--- src/rtl/alu_simd_add_pipe_pkg.sv ---
// rtl/alu_simd_add_pipe_pkg.sv - lane-width encoding and lane geometry helpers for the SIMD adder
package alu_simd_add_pipe_pkg;

  typedef enum logic [1:0] {
    W64 = 2'd0,
    W32 = 2'd1,
    W16 = 2'd2,
    W8  = 2'd3
  } op_width_e;

  function automatic int lane_bits(op_width_e w);
    case (w)
      W64:     return 64;
      W32:     return 32;
      W16:     return 16;
      default: return 8;
    endcase
  endfunction

  // 1 when byte_idx is the least-significant byte of a lane, i.e. a carry boundary
  function automatic logic lane_start(op_width_e w, int byte_idx);
    return (byte_idx % (lane_bits(w) / 8)) == 0;
  endfunction

endpackage

--- src/rtl/alu_simd_add_pipe_cla.sv ---
// rtl/alu_simd_add_pipe_cla.sv - combinational segmented carry-lookahead adder over DATA_W bits
module alu_simd_cla
  import alu_simd_add_pipe_pkg::*;
#(
  parameter int DATA_W = 64,
  localparam int NB = DATA_W / 8
) (
  input  logic [DATA_W-1:0] p_i,
  input  logic [DATA_W-1:0] g_i,
  input  logic [NB-1:0]     cin_i,
  input  op_width_e         op_width_i,
  output logic [DATA_W-1:0] sum_o,
  output logic [NB-1:0]     cout_o
);

  logic [NB-1:0] grp_g;
  logic [NB-1:0] grp_p;
  logic [NB-1:0] byte_cin;
  logic          c;
  logic          cb;

  always_comb begin
    grp_g = '0;
    grp_p = '0;
    for (int i = 0; i < NB; i++) begin
      grp_g[i] = 1'b0;
      grp_p[i] = 1'b1;
      for (int k = 0; k < 8; k++) begin
        grp_g[i] = g_i[8*i+k] | (p_i[8*i+k] & grp_g[i]);
        grp_p[i] = grp_p[i] & p_i[8*i+k];
      end
    end
  end

  // Byte-level lookahead: at a lane boundary the incoming group carry is killed and replaced by cin
  always_comb begin
    byte_cin = '0;
    cout_o   = '0;
    c        = 1'b0;
    for (int i = 0; i < NB; i++) begin
      if (lane_start(op_width_i, i)) c = cin_i[i];
      byte_cin[i] = c;
      c = grp_g[i] | (grp_p[i] & c);
      cout_o[i] = c;
    end
  end

  always_comb begin
    sum_o = '0;
    cb    = 1'b0;
    for (int i = 0; i < NB; i++) begin
      cb = byte_cin[i];
      for (int k = 0; k < 8; k++) begin
        sum_o[8*i+k] = p_i[8*i+k] ^ cb;
        cb = g_i[8*i+k] | (p_i[8*i+k] & cb);
      end
    end
  end

endmodule

--- src/rtl/alu_simd_add_pipe.sv ---
// rtl/alu_simd_add_pipe.sv - two-stage SIMD add/sub with lane carry chaining; ALU_ADD_SAT_EN adds signed saturation
module alu_simd_add_pipe
  import alu_simd_add_pipe_pkg::*;
#(
  parameter int DATA_W = 64,
  localparam int NB = DATA_W / 8
) (
  input  logic              clk_i,
  input  logic              rst_ni,
  input  logic              flush_i,
  input  logic              in_valid_i,
  output logic              in_ready_o,
  input  logic [DATA_W-1:0] a_i,
  input  logic [DATA_W-1:0] b_i,
  input  logic [1:0]        op_width_i,
  input  logic              sub_i,
  input  logic              chain_i,
  input  logic              sat_i,
  output logic              out_valid_o,
  input  logic              out_ready_i,
  output logic [DATA_W-1:0] s_o,
  output logic [NB-1:0]     c_o,
  output logic [NB-1:0]     ovf_o
);

  logic              s1_valid_q, s1_valid_d;
  logic [DATA_W-1:0] p_q, p_d, g_q, g_d;
  op_width_e         width_q, width_d;
  logic              chain_q, chain_d, sub_q, sub_d;
  logic              out_valid_q, out_valid_d;
  logic [DATA_W-1:0] s_q, s_d;
  logic [NB-1:0]     c_q, c_d, ovf_q, ovf_d, carry_q, carry_d;
`ifdef ALU_ADD_SAT_EN
  logic              sat_q, sat_d;
`else
  logic              unused_sat;
  assign unused_sat = sat_i;
`endif

  logic              s2_adv, in_ready, accept, load_s2;
  logic [DATA_W-1:0] b_eff, sum, res;
  logic [NB-1:0]     cin, cout, lane_c, lane_ovf;
  int                lb, msb_byte;

  always_comb begin
    s2_adv   = !out_valid_q || out_ready_i;
    in_ready = (!s1_valid_q || s2_adv) && !flush_i;
    accept   = in_valid_i && in_ready;
    load_s2  = s1_valid_q && s2_adv && !flush_i;
    b_eff    = sub_i ? ~b_i : b_i;
    for (int i = 0; i < NB; i++) cin[i] = chain_q ? carry_q[i] : sub_q;
  end

  alu_simd_cla #(.DATA_W(DATA_W)) u_cla (
    .p_i        (p_q),
    .g_i        (g_q),
    .cin_i      (cin),
    .op_width_i (width_q),
    .sum_o      (sum),
    .cout_o     (cout)
  );

  // p == 0 at the MSB means a and b' share a sign, and g then holds that sign
  always_comb begin
    lane_c   = '0;
    lane_ovf = '0;
    res      = sum;
    lb       = lane_bits(width_q) / 8;
    msb_byte = 0;
    for (int i = 0; i < NB; i++) begin
      msb_byte    = i | (lb - 1);
      lane_c[i]   = cout[msb_byte];
      lane_ovf[i] = !p_q[8*msb_byte+7] && (sum[8*msb_byte+7] != g_q[8*msb_byte+7]);
`ifdef ALU_ADD_SAT_EN
      if (sat_q && !chain_q && lane_ovf[i]) begin
        if (msb_byte == i) res[8*i +: 8] = g_q[8*msb_byte+7] ? 8'h80 : 8'h7F;
        else               res[8*i +: 8] = g_q[8*msb_byte+7] ? 8'h00 : 8'hFF;
      end
`endif
    end
  end

  always_comb begin
    s1_valid_d  = s1_valid_q;
    p_d         = p_q;
    g_d         = g_q;
    width_d     = width_q;
    chain_d     = chain_q;
    sub_d       = sub_q;
    out_valid_d = out_valid_q;
    s_d         = s_q;
    c_d         = c_q;
    ovf_d       = ovf_q;
    carry_d     = carry_q;
`ifdef ALU_ADD_SAT_EN
    sat_d       = sat_q;
`endif
    if (flush_i) begin
      s1_valid_d  = 1'b0;
      out_valid_d = 1'b0;
      carry_d     = '0;
    end else begin
      if (load_s2) begin
        out_valid_d = 1'b1;
        s_d         = res;
        c_d         = lane_c;
        ovf_d       = lane_ovf;
        carry_d     = lane_c;
      end else if (s2_adv) begin
        out_valid_d = 1'b0;
      end
      if (accept) begin
        s1_valid_d = 1'b1;
        p_d        = a_i ^ b_eff;
        g_d        = a_i & b_eff;
        width_d    = op_width_e'(op_width_i);
        chain_d    = chain_i;
        sub_d      = sub_i;
`ifdef ALU_ADD_SAT_EN
        sat_d      = sat_i;
`endif
      end else if (s2_adv) begin
        s1_valid_d = 1'b0;
      end
    end
  end

  always_ff @(posedge clk_i or negedge rst_ni) begin
    if (!rst_ni) begin
      s1_valid_q  <= 1'b0;
      p_q         <= '0;
      g_q         <= '0;
      width_q     <= W64;
      chain_q     <= 1'b0;
      sub_q       <= 1'b0;
      out_valid_q <= 1'b0;
      s_q         <= '0;
      c_q         <= '0;
      ovf_q       <= '0;
      carry_q     <= '0;
`ifdef ALU_ADD_SAT_EN
      sat_q       <= 1'b0;
`endif
    end else begin
      s1_valid_q  <= s1_valid_d;
      p_q         <= p_d;
      g_q         <= g_d;
      width_q     <= width_d;
      chain_q     <= chain_d;
      sub_q       <= sub_d;
      out_valid_q <= out_valid_d;
      s_q         <= s_d;
      c_q         <= c_d;
      ovf_q       <= ovf_d;
      carry_q     <= carry_d;
`ifdef ALU_ADD_SAT_EN
      sat_q       <= sat_d;
`endif
    end
  end

  assign in_ready_o  = in_ready;
  assign out_valid_o = out_valid_q;
  assign s_o         = s_q;
  assign c_o         = c_q;
  assign ovf_o       = ovf_q;

endmodule

--- config.mk ---
export PLATFORM = sky130hd
export DESIGN_NAME = alu_simd_add_pipe
export DESIGN_NICKNAME = d
export VERILOG_FILES = /design/src/rtl/alu_simd_add_pipe_pkg.sv /design/src/rtl/alu_simd_add_pipe_cla.sv /design/src/rtl/alu_simd_add_pipe.sv
export SDC_FILE = /design/constraint.sdc
export NUM_CORES = 1
export LEC_CHECK = 0
export ABC_AREA = 1
export BUFFER_PORTS_ARGS = -buffer_cell sky130_fd_sc_hd__buf_2
export CORE_MARGIN = 4
export CORE_UTILIZATION = 26
export DETAILED_ROUTE_END_ITERATION = 8
export GPL_TIMING_DRIVEN = 0
export SLEW_MARGIN = 5
export SYNTH_ARGS = -nofsm -noshare
export SYNTH_HDL_FRONTEND = slang
export SYNTH_SLANG_ARGS = --single-unit
export TNS_END_PERCENT = 10
--- constraint.sdc ---
create_clock -name clk_i -period 26.7 [get_ports clk_i]
set_input_delay 5.34 -clock clk_i [delete_from_list [all_inputs] [get_ports clk_i]]
set_output_delay 5.34 -clock clk_i [all_outputs]
set_load 0.03 [all_outputs]
=== After elaboration in Yosys (flattened, before gate mapping) ===
Index checks and enable logic that the tools add are counted.

* Flip-flop bits (word level): 222
* Word-level logic and storage cells: 580
* Input port bits: 138
* Output and inout port bits: 82

* Eq/ne operators: 10
* Mux-type cells: 120
* Add/sub/neg operators: 10
* Bitwise operators: 365
* Magnitude comparators: 16
* Reductions and logical operators: 40
* Divide/modulo/power cells: 8

{| class="wikitable"
|+ Operators with widths
! kind !! number
|-
| adder 32 x 4 -> 32 bit (second input constant) || 8
|-
| zero test 32 bit || 8
|-
| < comparator 32 x 5 -> 1 bit (second input constant) || 8
|-
| < comparator 32 x 8 -> 1 bit (second input constant) || 8
|-
| bitwise AND 1 bit || 176
|-
| binary-select mux 1 bit (select 6 bit) || 24
|-
| modulo 4 x 32 -> 32 bit (first input constant) || 4
|-
| OR 1 bit || 120
|-
| two-way mux 1 bit || 88
|-
| bitwise AND 64 bit || 1
|-
| modulo 3 x 32 -> 32 bit (first input constant) || 2
|-
| two-way mux 64 bit || 1
|-
| inverter 64 bit || 1
|-
| bitwise XOR 1 bit || 64
|-
| bitwise XOR 64 bit || 1
|-
| adder 32 x 1 -> 32 bit || 1
|-
| modulo 1 x 32 -> 32 bit (first input constant) || 1
|-
| modulo 2 x 32 -> 32 bit (first input constant) || 1
|-
| subtractor 32 x 2 -> 32 bit (second input constant) || 1
|-
| case mux 7 bit (3 select lines) || 1
|-
| two-way mux 8 bit || 2
|-
| logical AND 1 bit || 12
|-
| zero test 1 bit || 11
|-
| inequality test 1 bit || 8
|-
| 12 further kinds || 17
|}

=== Longest topological paths before layout ===
* Depth after elaboration: 54
* Mapped depth: 82
* Mapped depth without buffers: 80

=== Hierarchy ===
From an unflattened synthesis, not the netlist that was laid out.

* Cell total of the unflattened synthesis: 1616
* Area total of the unflattened synthesis: 13163.9 um^2

{| class="wikitable"
|+ By module, submodules not included
! module !! cells an instance !! area each (um^2) !! instances !! seq. area each (um^2)
|-
| alu_simd_add_pipe || 1206 || 10523.8 || 1 || 5555.3
|-
| alu_simd_cla || 410 || 2640.0 || 1 || 0.0
|}

=== Worst setup path before layout ===
No wires, ideal clock.

* Path type: input port to output port
* Start point: input port out_ready_i
* End point: output port in_ready_o
* Arrival: 5752 ps
* Buffers on the path: 0
* Path slack: 15608 ps
* Cell stages on the path: 4
* Required time: 21360 ps
* Path through: inv_1 > nand2_1 > o21ai_0 > inv_1

* Cells in the longest elaborated chain, start to end: 3

{| class="wikitable"
|+ RTL lines
! element !! line !! text
|-
| start: declaration || alu_simd_add_pipe.sv:20 || <nowiki>input logic out_ready_i,</nowiki>
|-
| logical OR 1 bit || alu_simd_add_pipe.sv:46 || <nowiki>s2_adv = !out_valid_q || out_ready_i;</nowiki>
|-
| logical OR 1 bit || alu_simd_add_pipe.sv:47 || <nowiki>in_ready = (!s1_valid_q || s2_adv) && !flush_i;</nowiki>
|-
| logical AND 1 bit || alu_simd_add_pipe.sv:47 ||
|-
| end: declaration || alu_simd_add_pipe.sv:12 || <nowiki>output logic in_ready_o,</nowiki>
|}

Every way passes these cells.

=== Worst setup path in the final report ===
* Start point: register width_q[0]
* End point: register ovf_q[0] (netlist: ovf_o[0])

* Cells in the longest elaborated chain, start to end: 47
* Elaborated cells between the ends (all ways): 233
* Classes of those cells: add/sub (3); div (8); eq/ne (3); mux (18); bitwise (190); reduce/logical (11)

{| class="wikitable"
|+ RTL lines
! element !! line !! text
|-
| start: declaration || alu_simd_add_pipe.sv:28 || <nowiki>op_width_e width_q, width_d;</nowiki>
|-
| start signal: assignment || alu_simd_add_pipe.sv:148 || <nowiki>width_q <= width_d;</nowiki>
|-
| == test 2 bit, or another cell as far along || alu_simd_add_pipe_pkg.sv:12 || <nowiki>case (w)</nowiki>
|-
| case mux 7 bit (3 select lines) (*) || alu_simd_add_pipe_pkg.sv:12 ||
|-
| adder 32 x 1 -> 32 bit (no source line) (*) || - ||
|-
| modulo 1 x 32 -> 32 bit || alu_simd_add_pipe_pkg.sv:22 || <nowiki>return (byte_idx % (lane_bits(w) / 8)) == 0;</nowiki>
|-
| zero test 32 bit || alu_simd_add_pipe_pkg.sv:22 ||
|-
| two-way mux 1 bit || alu_simd_add_pipe_cla.sv:41 || <nowiki>if (lane_start(op_width_i, i)) c = cin_i[i];</nowiki>
|-
| bitwise AND 1 bit || alu_simd_add_pipe_cla.sv:43 || <nowiki>c = grp_g[i] | (grp_p[i] & c);</nowiki>
|-
| OR 1 bit || alu_simd_add_pipe_cla.sv:43 ||
|-
| [30 not listed] || - ||
|-
| OR 1 bit || alu_simd_add_pipe_cla.sv:55 || <nowiki>cb = g_i[8*i+k] | (p_i[8*i+k] & cb);</nowiki>
|-
| bitwise AND 1 bit || alu_simd_add_pipe_cla.sv:55 ||
|-
| OR 1 bit || alu_simd_add_pipe_cla.sv:55 ||
|-
| bitwise XOR 1 bit || alu_simd_add_pipe_cla.sv:54 || <nowiki>sum_o[8*i+k] = p_i[8*i+k] ^ cb;</nowiki>
|-
| binary-select mux 1 bit (select 6 bit) || alu_simd_add_pipe.sv:73 || <nowiki>lane_ovf[i] = !p_q[8*msb_byte+7] && (sum[8*msb_byte+7] != g_q[8*msb_byte+7]);</nowiki>
|-
| two-way mux 1 bit (implied by the code) (2 in a row) || alu_simd_add_pipe.sv:73 ||
|-
| inequality test 1 bit || alu_simd_add_pipe.sv:73 ||
|-
| logical AND 1 bit (*) || alu_simd_add_pipe.sv:73 ||
|-
| end signal: assignment || alu_simd_add_pipe.sv:154 || <nowiki>ovf_q <= ovf_d;</nowiki>
|-
| end: declaration || alu_simd_add_pipe.sv:32 || <nowiki>logic [NB-1:0] c_q, c_d, ovf_q, ovf_d, carry_q, carry_d;</nowiki>
|}

Every way passes the cells marked *; elsewhere a longest branch is shown, timed or not. The select of a mux whose other input is x is not followed.
A chain may end at the register's enable or synchronous reset.

==> impl_results.md <==
- Fin util: 0.320
- Max Clock Freq: 87.9 MHz
- Mapped Area: 14,400 sq um
- Worst hold path type: reg2reg
- Area grow syn2layout: 20.8%
- WP data arrival: 11,870 ps
- HP Start: s_o[1]
- Worst path max stage delay: 440 ps
- First-pass GRT wire length: 71,000 um
- Die Ht: 243 um
- Syn Inst Count: 1,630
- Fin crit share: 0.426
- RSZ-0062 raised after global routing: false
- Synth unique cells: 54
- Syn_area_per_cell: 8.81 sq um
- DR iter-0 viols: 775
- Row cnt: 85
- WL per Instance: 17.5 um
- Setup Viol. Count Final: 0
- Status: finished, final reports clean
- Total Neg Setup Slack: 0 ps
- Number of global-route vias before repair: 12.6k
- Ys Warns: 0
- Post-synth EDFFs: 0
- Core Area: 54,200 sq um
- Routed Antenna Nets: 0
- CP endpoint kind: register
- Async S/R FF share, synth: 1.00
- Residual DRC: 0
- CTS Buffer Depth: 3
- CTS sink count: 222
- CTS tree: built
- Sequential area share after synthesis: 0.387
- # fillers: 5,714
- Max H-tree Level: 1
- Initial antenna violation count: 1
- Port Buffers: 217
- Ranking of synthesized cells by area: dfrtp_1 (39%), ha_1 (12%), nand2_1 (11%)
- Post-CTS sizing: 0
- Die X: 243 um
- R2R setup slack: 15,320 ps
- Yosys top cell area share: 0.387
- Slew @ Worst Pin: 1100 ps
- FF/Latch Area: 5560 sq um
- Commonest cells post-synth: nand2_1 (416), dfrtp_1 (222), ha_1 (133)
- Largest net degree at the start of global routing: 107
- # IOs: 220
- Share of layout cells above drive strength 1: 0.282
- Synth Net Count: 1,901
- GRT Util Overall: 0.151
- Lkg Pwr: 8.93 nW
- Hold endpoint: s_o[1]
- Starting density of the core: 0.265
- Hold Vio Cnt, Final: 0
- #FFs+latches synth: 222
- Reg2reg start: width_q[0]
- Max Cap Viol: 0
- Die Area: 59,100 sq um
- Via/cell ratio: 4.63
- Post-CTS Setup Bufs: 0
- Minimum clock period: 11,380 ps
- CP Launch Type: register
- CP Class: reg2reg
- Multi-input gate area in the final layout: 8100 sq um
- CP max-delay cell: dfrtp_1
- CTS clk-pin slew, worst paths: 60 ps
- Post-synth top flop: dfrtp_1
- Total grt overflow: 0
- Count leader, synth: nand2_1
- Worst vdd ir: 0.0713 mV
- Clock root buffer: clkbuf_16
- Hold_buf cts: 0
- Total CTS buffers: 28
- CP Max Fanout: 12
- Via count: 12.0k
- R2R depth: 75
- Cell taking the most area after synthesis: dfrtp_1
- Clk_skew: 7.40 ps
- Nets: 2,150
- Cell mode on critical path: nand3_2
- Hold Crit Depth: 2
- Global placement routability congestion: 0.885
- Slew margin rel.: 0.267
- Final Max Tran Viols: 0
- Routed WL: 45,400 um
- Clk_lat worst skew: 550 ps
- HPWL after DPL: 35,100 um
- Reg2reg end: ovf_o[0]
- Pwr dens: 88.8 nW/um^2
- TritonRoute pass-1 iters: 5
- CP Data Required Time: 27,190 ps
[cell families after synthesis]
kind of cell | synth area share
AOI/OAI and AO/OA | 0.0717
xor gates and xnor gates | 0.0500
adders and majority gates | 0.116
buffers and inverters | 0.0495
DFF | 0.387
muxes | 0.0831
and+or+nand+nor | 0.243
[routing by layer]
metal,track usage,up-vias,part of all wire
li1,-,5881,-
met1,0.192,5769,0.43
met2,0.260,311,0.48
met3,0.0351,51,0.069
met4,0.0329,0,0.020
met5,0,-,0
[state kept, by name, summed over array words and instances (netlist names), 2 cells and up]
name	cells
ovf_o	8
carry_q	8
g_q	64
s_o	64
c_o	8
p_q	64
width_q	2
[layout make-up]
cell class | count | area share
multi-input cells | 1226 | 0.467
flip-flops and latches | 222 | 0.320
repair buffers | 219 | 0.0663
well taps | 696 | 0.0502
clock buffers | 37 | 0.0453
inverters | 127 | 0.0275
plain buffers | 55 | 0.0135
clock inverters | 14 | 0.0105
diodes | 1 | 0.000144
[layout by cell type, fill, tap and decap left out, types with 40 or more instances in the layout]
cell type	n
xor2_1	79
nand3_1	67
clkbuf_1	40
a21oi_1	69
o21ai_0	59
or2_2	49
nor2_1	84
buf_2	220
inv_1	101
dfrtp_1	222
nand2_1	416
ha_1	133
mux2_2	106
[worst max-delay path, delay by kind of cell (launching register included)]
family / cells / cell delay [ps]
XOR/XNOR: 1 / 130
AND/OR/NAND/NOR: 50 / 6310
adder cells (fa/ha/maj): 9 / 1920
AO/OA/AOI/OAI: 7 / 1360
buffers and inverters: 8 / 1120
flip-flops: 1 / 440
[where the power goes]
| part | switching, W | internal [W] |
|---|---|---|
| Sequential | 0.0000666 | 0.000427 |
| Clock | 0.000153 | 0.000245 |
| Combinational | 0.000425 | 0.000224 |
| Total | 0.000645 | 0.000896 |
[worst max-delay path by stage]
stage	from	to	slack [ps]	depth (start not counted)
after CTS	width_q[0]	ovf_o[0]	15370	72
after global placement	out_ready_i	in_ready_o	15390	6
after floorplan	out_ready_i	in_ready_o	15610	4
final	width_q[0]	ovf_o[0]	15320	75
after detailed placement	out_ready_i	in_ready_o	15390	6
after global routing	width_q[0]	ovf_o[0]	14400	74
[through the flow]
step	cell area, sq um	hold slack [ps]	total power [W]	setup slack (ps)	std cells
6_report	17400	465	0.00154	15320	2597
5_1_grt	17400	486	0.00166	14400	2596
3_5_place_dp	16400	454	0.00115	15390	2545
4_1_cts	17400	469	0.00156	15370	2596
3_3_place_gp	16300	454	0.00114	15390	2543
2_1_floorplan	14400	444	0.000944	15610	1630
Power figures use the tool's default switching activity.
